File: src/rtl/ecc_kp_scheduler.sv
// Left-to-right double-and-add sequencer for kP: scans the key and drives LOAD/DBL/ADD
// commands to the shared point datapath. Define ECC_CONST_TIME_EN for constant-time mode.
module ecc_kp_scheduler #(
  parameter int SIZE  = 32,
  parameter int CNT_W = 5
) (
  input  logic            i_clk,
  input  logic            i_rst,
  input  logic            i_start,
  input  logic [SIZE-1:0] i_k,
  input  logic            i_op_ready,
  input  logic            i_op_done,
  output logic            o_op_valid,
  output logic [1:0]      o_op_code,
  output logic            o_op_dummy,
  output logic            o_busy,
  output logic            o_done,
  output logic            o_inf
);

  typedef enum logic [2:0] {
    S_IDLE  = 3'd0,
    S_SCAN  = 3'd1,
    S_ISSUE = 3'd2,
    S_WAIT  = 3'd3,
    S_DONE  = 3'd4
  } state_t;

  typedef enum logic [1:0] {
    OP_LOAD = 2'b00,
    OP_DBL  = 2'b01,
    OP_ADD  = 2'b10
  } op_t;

  localparam logic [CNT_W-1:0] CNT_TOP  = CNT_W'(SIZE - 1);
  localparam logic [CNT_W-1:0] CNT_ZERO = {CNT_W{1'b0}};
  localparam logic [CNT_W-1:0] CNT_ONE  = {{(CNT_W-1){1'b0}}, 1'b1};
  localparam logic [SIZE-1:0]  K_ZERO   = {SIZE{1'b0}};

  state_t           state_q, state_d;
  op_t              op_q, op_d;
  logic [SIZE-1:0]  k_q, k_d;
  logic [CNT_W-1:0] cnt_q, cnt_d;
  logic             valid_q, valid_d;
  logic             busy_q, busy_d;
  logic             done_q, done_d;
  logic             inf_q, inf_d;
  logic             k_zero_s;
  logic             scan_done_s;
  logic             add_needed_s;

  assign k_zero_s = (k_q == K_ZERO);

`ifdef ECC_CONST_TIME_EN
  logic [CNT_W-1:0] scan_q, scan_d;
  logic             dummy_q, dummy_d;

  // Scan length is fixed; k_q normalises silently and is only judged on the last cycle.
  assign scan_done_s  = (scan_q == CNT_ZERO);
  assign add_needed_s = 1'b1;
  assign o_op_dummy   = dummy_q;
`else
  assign scan_done_s  = k_zero_s | k_q[SIZE-1];
  assign add_needed_s = k_q[SIZE-1];
  assign o_op_dummy   = 1'b0;
`endif

  assign o_op_valid = valid_q;
  assign o_op_code  = op_q;
  assign o_busy     = busy_q;
  assign o_done     = done_q;
  assign o_inf      = inf_q;

  // Next-state and next-output logic for the scan/issue/wait sequencer.
  always_comb begin
    state_d = state_q;
    op_d    = op_q;
    k_d     = k_q;
    cnt_d   = cnt_q;
    valid_d = valid_q;
    busy_d  = busy_q;
    done_d  = 1'b0;
    inf_d   = inf_q;
`ifdef ECC_CONST_TIME_EN
    scan_d  = scan_q;
    dummy_d = dummy_q;
`endif
    case (state_q)
      S_IDLE: begin
        if (i_start) begin
          k_d     = i_k;
          cnt_d   = CNT_TOP;
          inf_d   = 1'b0;
          busy_d  = 1'b1;
          state_d = S_SCAN;
`ifdef ECC_CONST_TIME_EN
          scan_d  = CNT_TOP;
`endif
        end else begin
          state_d = S_IDLE;
        end
      end
      S_SCAN: begin
`ifdef ECC_CONST_TIME_EN
        scan_d = scan_done_s ? CNT_ZERO : (scan_q - CNT_ONE);
`endif
        if (scan_done_s) begin
          if (k_zero_s) begin
            inf_d   = 1'b1;
            done_d  = 1'b1;
            state_d = S_DONE;
          end else begin
            op_d    = OP_LOAD;
            valid_d = 1'b1;
            state_d = S_ISSUE;
`ifdef ECC_CONST_TIME_EN
            dummy_d = 1'b0;
`endif
          end
        end else if (!k_q[SIZE-1] && !k_zero_s) begin
          k_d   = {k_q[SIZE-2:0], 1'b0};
          cnt_d = cnt_q - CNT_ONE;
        end else begin
          k_d = k_q;
        end
      end
      S_ISSUE: begin
        if (i_op_ready) begin
          valid_d = 1'b0;
          state_d = S_WAIT;
        end else begin
          valid_d = 1'b1;
        end
      end
      S_WAIT: begin
        if (i_op_done) begin
          if ((op_q == OP_DBL) && add_needed_s) begin
            op_d    = OP_ADD;
            valid_d = 1'b1;
            state_d = S_ISSUE;
`ifdef ECC_CONST_TIME_EN
            dummy_d = ~k_q[SIZE-1];
`endif
          end else if (cnt_q == CNT_ZERO) begin
            done_d  = 1'b1;
            state_d = S_DONE;
          end else begin
            // Shift before the DBL so the bit it serves sits at the top of k_q.
            k_d     = {k_q[SIZE-2:0], 1'b0};
            cnt_d   = cnt_q - CNT_ONE;
            op_d    = OP_DBL;
            valid_d = 1'b1;
            state_d = S_ISSUE;
`ifdef ECC_CONST_TIME_EN
            dummy_d = 1'b0;
`endif
          end
        end else begin
          state_d = S_WAIT;
        end
      end
      S_DONE: begin
        busy_d  = 1'b0;
        state_d = S_IDLE;
      end
      default: begin
        valid_d = 1'b0;
        busy_d  = 1'b0;
        state_d = S_IDLE;
      end
    endcase
  end

  // State and output registers with synchronous active-low reset.
  always_ff @(posedge i_clk) begin
    if (!i_rst) begin
      state_q <= S_IDLE;
      op_q    <= OP_LOAD;
      k_q     <= K_ZERO;
      cnt_q   <= CNT_ZERO;
      valid_q <= 1'b0;
      busy_q  <= 1'b0;
      done_q  <= 1'b0;
      inf_q   <= 1'b0;
`ifdef ECC_CONST_TIME_EN
      scan_q  <= CNT_ZERO;
      dummy_q <= 1'b0;
`endif
    end else begin
      state_q <= state_d;
      op_q    <= op_d;
      k_q     <= k_d;
      cnt_q   <= cnt_d;
      valid_q <= valid_d;
      busy_q  <= busy_d;
      done_q  <= done_d;
      inf_q   <= inf_d;
`ifdef ECC_CONST_TIME_EN
      scan_q  <= scan_d;
      dummy_q <= dummy_d;
`endif
    end
  end

endmodule

File: config.mk
export PLATFORM = sky130hd
export DESIGN_NAME = ecc_kp_scheduler
export DESIGN_NICKNAME = d
export VERILOG_FILES = /design/src/rtl/ecc_kp_scheduler.sv
export SDC_FILE = /design/constraint.sdc
export NUM_CORES = 1
export LEC_CHECK = 0
export BUFFER_PORTS_ARGS = -buffer_cell sky130_fd_sc_hd__buf_2
export CAP_MARGIN = 0
export CORE_UTILIZATION = 25
export CTS_CLUSTER_SIZE = 30
export DETAILED_ROUTE_END_ITERATION = 6
export PLACE_DENSITY = 0.47
export SYNTH_ARGS = -nofsm -noshare
export SYNTH_HDL_FRONTEND = slang
export SYNTH_SLANG_ARGS = --single-unit
export TNS_END_PERCENT = 100
File: constraint.sdc
create_clock -name i_clk -period 2.7 [get_ports i_clk]
set_input_delay 0.54 -clock i_clk [delete_from_list [all_inputs] [get_ports i_clk]]
set_output_delay 0.54 -clock i_clk [all_outputs]
set_load 0.01 [all_outputs]
# [Word-level counts from Yosys, hierarchy flattened]
# Cells that the tools add are included.
[totals] ff_bits=46 in_bits=37 out_inout_bits=7 wordCells=93
[op_classes] addsub=1 n_eq_ne=16 muxes=47 bitwise=3 n_reduce_logical=18
[op_table] operator="$mux 32" count=6
[op_table] operator="$pmux 32 s3" count=1
[op_table] operator="$logic_not 32->1" count=1
[op_table] operator="$mux 5" count=6
[op_table] operator="$ne 2x2->1 const B" count=10
[op_table] operator="$mux 3" count=6
[op_table] operator="$mux 1" count=16
[op_table] operator="$pmux 5 s3" count=1
[op_table] operator="$pmux 3 s4" count=1
[op_table] operator="$mux 2" count=5
[op_table] operator="$reduce_and 5->1" count=2
[op_table] operator="$reduce_and 7->1" count=1
[op_table] operator="$eq 3x2->1 const B" count=2
[op_table] operator="$pmux 1 s2" count=3
[op_table] operator="$logic_not 5->1" count=1
[op_table] operator="$sub 5x1->5 const B" count=1
[op_table] operator="$pmux 1 s4" count=1
[op_table] operator="$pmux 2 s2" count=1
[op_table] operator="$reduce_and 2->1" count=2
[op_table] operator="$reduce_and 4->1" count=1
[op_table] operator="$reduce_bool 2->1" count=2
[op_table] operator="$eq 3x1->1 const B" count=1
[op_table] operator="$eq 3x3->1 const B" count=1
[op_table] operator="$logic_not 3->1" count=1
[op_table] operator="other kinds (9)" count=12

# [Logic depth before layout (Yosys ltp)]
# Gate-level depths: netlist (run 1).
[depth] word_depth=6 mapped_depth=8 ltp_nobuf=7

# [Least setup slack after synthesis (run 1)]
# Ideal clock, no wire load.
[synth_path] kind="input port to flip-flop" from="input port i_start" to="register k_q[12]" setup_ps=88 arrival_ps=1839 t_required_ps=2612 path_slack_ps=773 stages=6 n_path_buf=1 path_cell_list="inv_1 > or3_1 > a211oi_2 > clkbuf_1 > nor3_1 > a311oi_2"
[synth_between] elab_chain_len=2
[synth_rtl] item="start: declaration" line="9" source="input logic i_start,"
[synth_rtl] item="$ne 2x2->1 (no source line)"
[synth_rtl] item="$reduce_and 7->1 (no source line)"
[synth_rtl] item="end signal: assignment" line="192" source="k_q <= k_d;"
[synth_rtl] item="end: declaration" line="42" source="logic [SIZE-1:0] k_q, k_d;"
# No other way between the ends.
# A chain may end at the register's enable or synchronous reset.

# [Worst setup path after layout (run 1)]
[layout_path] from="register cnt_q[0]" to="register cnt_q[1]"
[layout_between] elab_chain_len=5 elab_cells_between_ends=10 classes_between="add/sub (1); eq/ne (1); mux (6); reduce/logical (2)"
[layout_rtl] item="start: declaration" line="43" source="logic [CNT_W-1:0] cnt_q, cnt_d;"
[layout_rtl] item="start signal: assignment" line="193" source="cnt_q <= cnt_d;"
[layout_rtl] item="$sub 5x1->5" line="122, 150"
[layout_rtl] item="$mux 5" line="144" source="end else if (cnt_q == CNT_ZERO) begin"
[layout_rtl] item="$mux 5" line="137" source="if ((op_q == OP_DBL) && add_needed_s) begin"
[layout_rtl] item="$mux 5" line="136" source="if (i_op_done) begin"
[layout_rtl] item="$pmux 5 s3" line="88" source="case (state_q)"
# Parallel ways exist; a longest one is shown, timed or not. The select of a mux whose other input is x is not followed.

==> results of run 1 <==
## cell families (layout without fill, tap and decap cells)
group	count (synthesis)	count (layout)	synth area share
other	1	1	0.001558
AND/OR/NAND/NOR	145	145	0.2807
buffers and inverters	36	67	0.06860
adder cells (fa/ha/maj)	2	2	0.01039
AO/OA/AOI/OAI	71	71	0.2479
multiplexers	2	2	0.008316
flip-flops	46	46	0.3825
## metal layers
layer,vias up,wire [um],track usage
li1,1175,-,-
met1,1095,3368,0.2007
met2,49,3055,0.2139
met3,4,259,0.02298
met4,0,40,0.02787
met5,-,0,0
## worst max-delay path, delay by kind of cell, from the launching register on
kind,cells,cell delay (ns)
compound gates,3,0.78
fa+ha+maj,1,0.16
buf+inv,1,0.10
flops,1,0.36
simple gates,2,0.74
## power groups by stage
stage          Sequential, mW  Combinational (mW)  Clock (mW)
2_1_floorplan           0.875               0.461           0
3_3_place_gp            0.912               0.574           0
3_5_place_dp            0.913               0.581           0
4_1_cts                 0.899               0.583       0.495
5_1_grt                 0.917               0.643       0.534
6_report                0.899               0.577       0.481
## cell usage after synthesis (2+ instances only)
master      n  area (um^2)
nand2_1    69        259.0
ha_1        2        25.02
buf_2       3        15.01
nand2b_1    3        18.77
a21oi_1    11        55.05
o21ai_0     6        30.03
a311oi_2    4        60.06
dfxtp_1    46        920.9
nor3_1     38        190.2
nand3_1     2        10.01
nor2_1     12        45.04
a311oi_1   28        245.2
nor4_1      8        50.05
clkbuf_1   20        75.07
o221ai_1    2        17.52
buf_6       3        33.78
inv_1       8        30.03
o41ai_1     4        35.03
mux2i_1     2        20.02
and2_1      2        12.51
o2111ai_1   2        17.52
nand4_1     3        18.77
## sequential cells by signal (all words and copies together), names as in the netlist
| name | flops |
|---|---|
| cnt_q | 5 |
| k_q | 32 |
| o_busy | 1 |
| o_done | 1 |
| o_inf | 1 |
| o_op_code | 2 |
| o_op_valid | 1 |
| state_q | 3 |
## how the worst max path moves through the flow
stage / startpoint / endpoint / slack (ns) / cells past startpoint
final: cnt_q[0] / cnt_q[1] / 0.46 / 7
after global routing: cnt_q[0] / k_q[22] / 0.33 / 7
after CTS: cnt_q[0] / k_q[21] / 0.44 / 7
after detailed placement: cnt_q[0] / k_q[20] / 0.48 / 7
after global placement: cnt_q[0] / cnt_q[1] / 0.52 / 7
after floorplan: i_start / k_q[12] / 0.77 / 6
## placed cells by master, fill, tap and decap left out, types with 3 or more instances in the layout
cell type,n
nor4_1,8
clkbuf_8,7
buf_4,9
a311oi_1,28
a311oi_2,4
inv_1,8
nand4_1,3
nor3_1,38
buf_2,42
dfxtp_1,46
nand2b_1,3
nor2_1,12
nand2_1,69
o21ai_0,6
o41ai_1,4
a21oi_1,11
## metrics by stage
step,hold slack (ns),instances
final,0.4421,463
after detailed placement,0.4341,455
after global placement,0.4344,455
after floorplan,0.4413,303
after global routing,0.4625,463
after CTS,0.4472,463
## layout make-up
| class | count | area [um^2] | area share |
|---|---|---|---|
| tap | 129 | 161.4 | 0.05711 |
| timing repair buffer | 51 | 277.8 | 0.09827 |
| inverter | 8 | 30.03 | 0.01062 |
| sequential | 46 | 920.9 | 0.3258 |
| clock inverter | 1 | 8.758 | 0.003099 |
| multi-input combinational | 221 | 1331 | 0.4710 |
| clock buffer | 7 | 96.34 | 0.03409 |
==> reports/metrics.yaml, run 1 <==
first_pass_iters: 4
setup_tns_ns: 0
syn_inst: 303
synth_fp_nets: 342
place_area_um2: 2721
place_congestion: 0.7928
core_um2: 9284
min_path_cells: 2
nFillCells: 1053
ir_drop_uv: 228.2
post_cts_buffers: 0
p_leak_nw: 1.065
r2r_end: "cnt_q[1]"
swShare: 0.3596
worstPathMaxFanout: 33
syn_to_final_growth_pct: 17.41
reg2reg_depth: 7
die_width_um: 100.1
period_needed_ns: 2.239
num_vias: 2323
syn_area_um2: 2407
wl_um: 6724
seqPwrFrac: 0.460
hold_buffers: 0
fin_nets: 372
hold_viol: 0
worstPathArrival_ns: 2.44
finalCritPeriodShare: 0.8291
cap_violations: 0
worstMarginPinSlew_ns: 0.7248
antenna-diode-count: 0
power.density_nw_per_um2: 692.3
ys_seq_area_frac: 0.3825
setup_slack_ns: 0.4615
post_cts_resize_count: 0
fp-row-count: 35
ys_ff_latch: 46
setup_violations: 0
relSlewSlack: 0.5162
cts_tree: "done"
clock_path_buffers: 2
worstPathCellList: "inv_1 -> ha_1 -> or4b_4 -> a31oi_4 -> a211o_2 -> nand2_4 -> a311oi_1"
clock_latency_ns: 0.30
hold_end: "o_busy"
power_mw: 1.957
utilization: 0.3044
overflow: 0
worstSetupStartpointType: "register"
synth-edff-count: 0
path_class: "reg -> reg"
r2r-start: "cnt_q[0]"
syn_avg_cell_area_um2: 7.945
fin_skew_ns: 0.01328
grt.total_usage: 0.1379
wire_per_inst_um: 14.52
hpwl_um: 4526
synth_cell_types: 47
drt_iter0_markers: 118
clock.fmax_mhz: 446.7
cts.sinks: 46
slowest_delay_ns: 0.50
grt_pass1_vias: 2175
design.portCount: 44
ff2ff_setup_slack_ns: 0.46
cp-end-kind: "register"
outcome: "finished clean"
cts_max_level: 2
cp.required_ns: 2.91
hold_start: "o_busy"
die_y_um: 100.1
start_util: 0.2593
clkTransAtPathRegs_ns: 0.10
pre_cts_slack_ns: 0.4764
portBuffers: 42
antenna_found_initial: 0
critical_path.slowest_cell: "or4b_4"
grt_pass1_wl_um: 11030
cts_buffers: 5
rsz0062_at_grt: "no"
final-max-slew-violation-count: 0
yosysWarnings: 0
synth_ff_type: "dfxtp_1"
cellInternalPower_mw: 1.253
die_area_um2: 10030
p_comb_frac: 0.295
power_switching_mw: 0.7036
vias_per_cell: 5.017
cts_root_buf: "clkbuf_8"
grt_max_degree: 42
route.detailed.drc: 0
layout-drive-gt1-share: 0.2126
hold_class: "reg -> reg"
synthArstFlopShare: 0
design_area_um2: 2826
p_clk_frac: 0.246
ant_nets: 0
Power figures use the tool's default switching activity.
==> run 2: changes to the inputs <==
PLACE_DENSITY = 0.49   (was 0.47)
clock period = 1.91 ns   (was 2.7 ns; I/O delays follow)
==> run 2 against run 1 <==
  * The run now ends with negative setup slack left
  * Sequential share of layout area is 5.4 points lower
  * Design area is 20% higher
  * First-iteration DRC count is 10% lower
  * Sequential power is 40% higher
  * Routed wire length is 8.3% higher
  * Non-clock buffer count is 33 higher
  * Clock power is 32% higher
  * Via count is 7.4% higher
  * Global-route usage is 0.53 points higher
  * Die area stayed put
  * Critical path depth is 1 higher
  * Hold slack worse by 0.12 ns
==> reports/metrics.yaml, run 2 (synthesis results as in run 1) <==
power.density_nw_per_um2: 938.8
gr-usage-met3: 0.02437
place_congestion: 0.8087
path_class: "reg -> reg"
cp-end-kind: "register"
cts_max_level: 2
p_leak_nw: 1.295
core_um2: 9284
clkTransAtPathRegs_ns: 0.10
utilization: 0.3663
hold_class: "in -> reg"
route.detailed.drc: 0
cap_violations: 0
worstPathCellList: "inv_2 -> ha_4 -> or4b_4 -> a31oi_4 -> a211o_4 -> nand2_8 -> buf_12 -> a311oi_2"
reg_top3: "k_q (32), cnt_q (5), state_q (3)"
largest_reg_flops: 32
layout-drive-gt1-share: 0.3951
wl_um: 7284
use_met1: 0.1990
finalCritPeriodShare: 1.017
drt_iter0_markers: 106
cellInternalPower_mw: 2.007
portBuffers: 42
violations: "negative setup slack"
grt_max_degree: 42
period_needed_ns: 1.942
seqPwrFrac: 0.393
ir_drop_uv: 359.7
grt_pass1_wl_um: 11560
syn_to_final_growth_pct: 41.27
outcome: "finished, violations left"
ant_nets: 0
final-max-slew-violation-count: 0
layout_common_cells: "69 x nand2_1, 42 x dfxtp_1, 42 x buf_2, 34 x buf_4, 32 x nor3_1"
worstSetupStartpointType: "register"
setup_tns_ns: -0.07958
clock_latency_ns: 0.31
p_comb_frac: 0.408
cts_buffers: 5
overflow: 0
design_area_um2: 3401
design.portCount: 44
cts_root_buf: "clkbuf_8"
antenna_found_initial: 0
die_width_um: 100.1
final_common_cell: "nand2_1"
cts.sinks: 46
fin_nets: 405
cts_tree: "done"
cp_num_buf_inv: 2
num_vias: 2495
fin_skew_ns: 0.009903
largest_register: "k_q"
start_util: 0.2593
met2_usage: 0.2308
top_usage_layer: "met2"
first_pass_iters: 4
cp.required_ns: 2.13
hold_viol: 0
grt.total_usage: 0.1432
worstPathArrival_ns: 2.17
power_mw: 3.193
hold_slack_ns: 0.3252
power_switching_mw: 1.185
clock_path_buffers: 2
fp-row-count: 35
wire_per_inst_um: 14.69
setup_slack_ns: -0.03175
p_clk_frac: 0.199
nFillCells: 1005
antenna-diode-count: 0
hpwl_um: 4831
slowest_delay_ns: 0.48
clock.fmax_mhz: 515.0
crit_family: "compound AO/OA/AOI/OAI gates"
die_y_um: 100.1
critical_path.slowest_cell: "or4b_4"
grt_pass1_vias: 2352
place_area_um2: 3027
vias_per_cell: 5.030
swShare: 0.3712
die_area_um2: 10030
worstPathMaxFanout: 8
rsz0062_at_grt: "yes"
hold_buffers: 0
setup_violations: 6
-- run 2: worst min-delay path, stage by stage --
cell	delay [ns]
buf_2	0.09
o41ai_1	0.06
nor2_1	0.07
-- run 2: power groups by stage --
stage               Combinational (mW)  Sequential [mW]  Clock [mW]
CTS                               1.14             1.24       0.646
finish                            1.30             1.26       0.634
global route                      1.41             1.28       0.692
global placement                  1.09             1.26           0
floorplan                        0.652             1.24           0
detailed placement                1.09             1.26           0
-- run 2: path summary, 6_finish.rpt --
check	start	to	slack [ns]	cells past startpoint
min reg2reg	o_busy	o_busy	0.45	2
max	cnt_q[0]	k_q[26]	-0.03	8
max reg2reg	cnt_q[0]	k_q[26]	-0.03	8
min	i_op_ready	state_q[0]	0.33	3
-- run 2: final cells by class --
type,count,area [um^2],share of cell area
multi-input cells,221,1563,0.4595
well taps,129,161.4,0.04746
repair buffers,84,630.6,0.1854
clock inverters,3,21.27,0.006255
clock buffers,5,68.82,0.02024
inverters,8,30.03,0.008830
flip-flops and latches,46,925.9,0.2723
-- run 2: timing repair --
action | CTS | global route
buffers inserted | 3 | 0
pin swaps | 6 | 4
endpoints found under the setup margin | 36 | 38
gates resized for setup | 10 | 36
cloned | 0 | 1
-- run 2: through the flow --
step / setup slack (ns) / instances
finish: -0.03175 / 496
global route: -0.1199 / 496
CTS: -0.003639 / 495
detailed placement: -0.1369 / 484
global placement: -0.04448 / 484
floorplan: 0.01635 / 303
-- run 2: metal layers --
metal  routed length, um  part of all wire
met1                3603              0.49
met2                3469              0.48
met3                 165             0.023
met4                  45            0.0062
met5                   0                 0
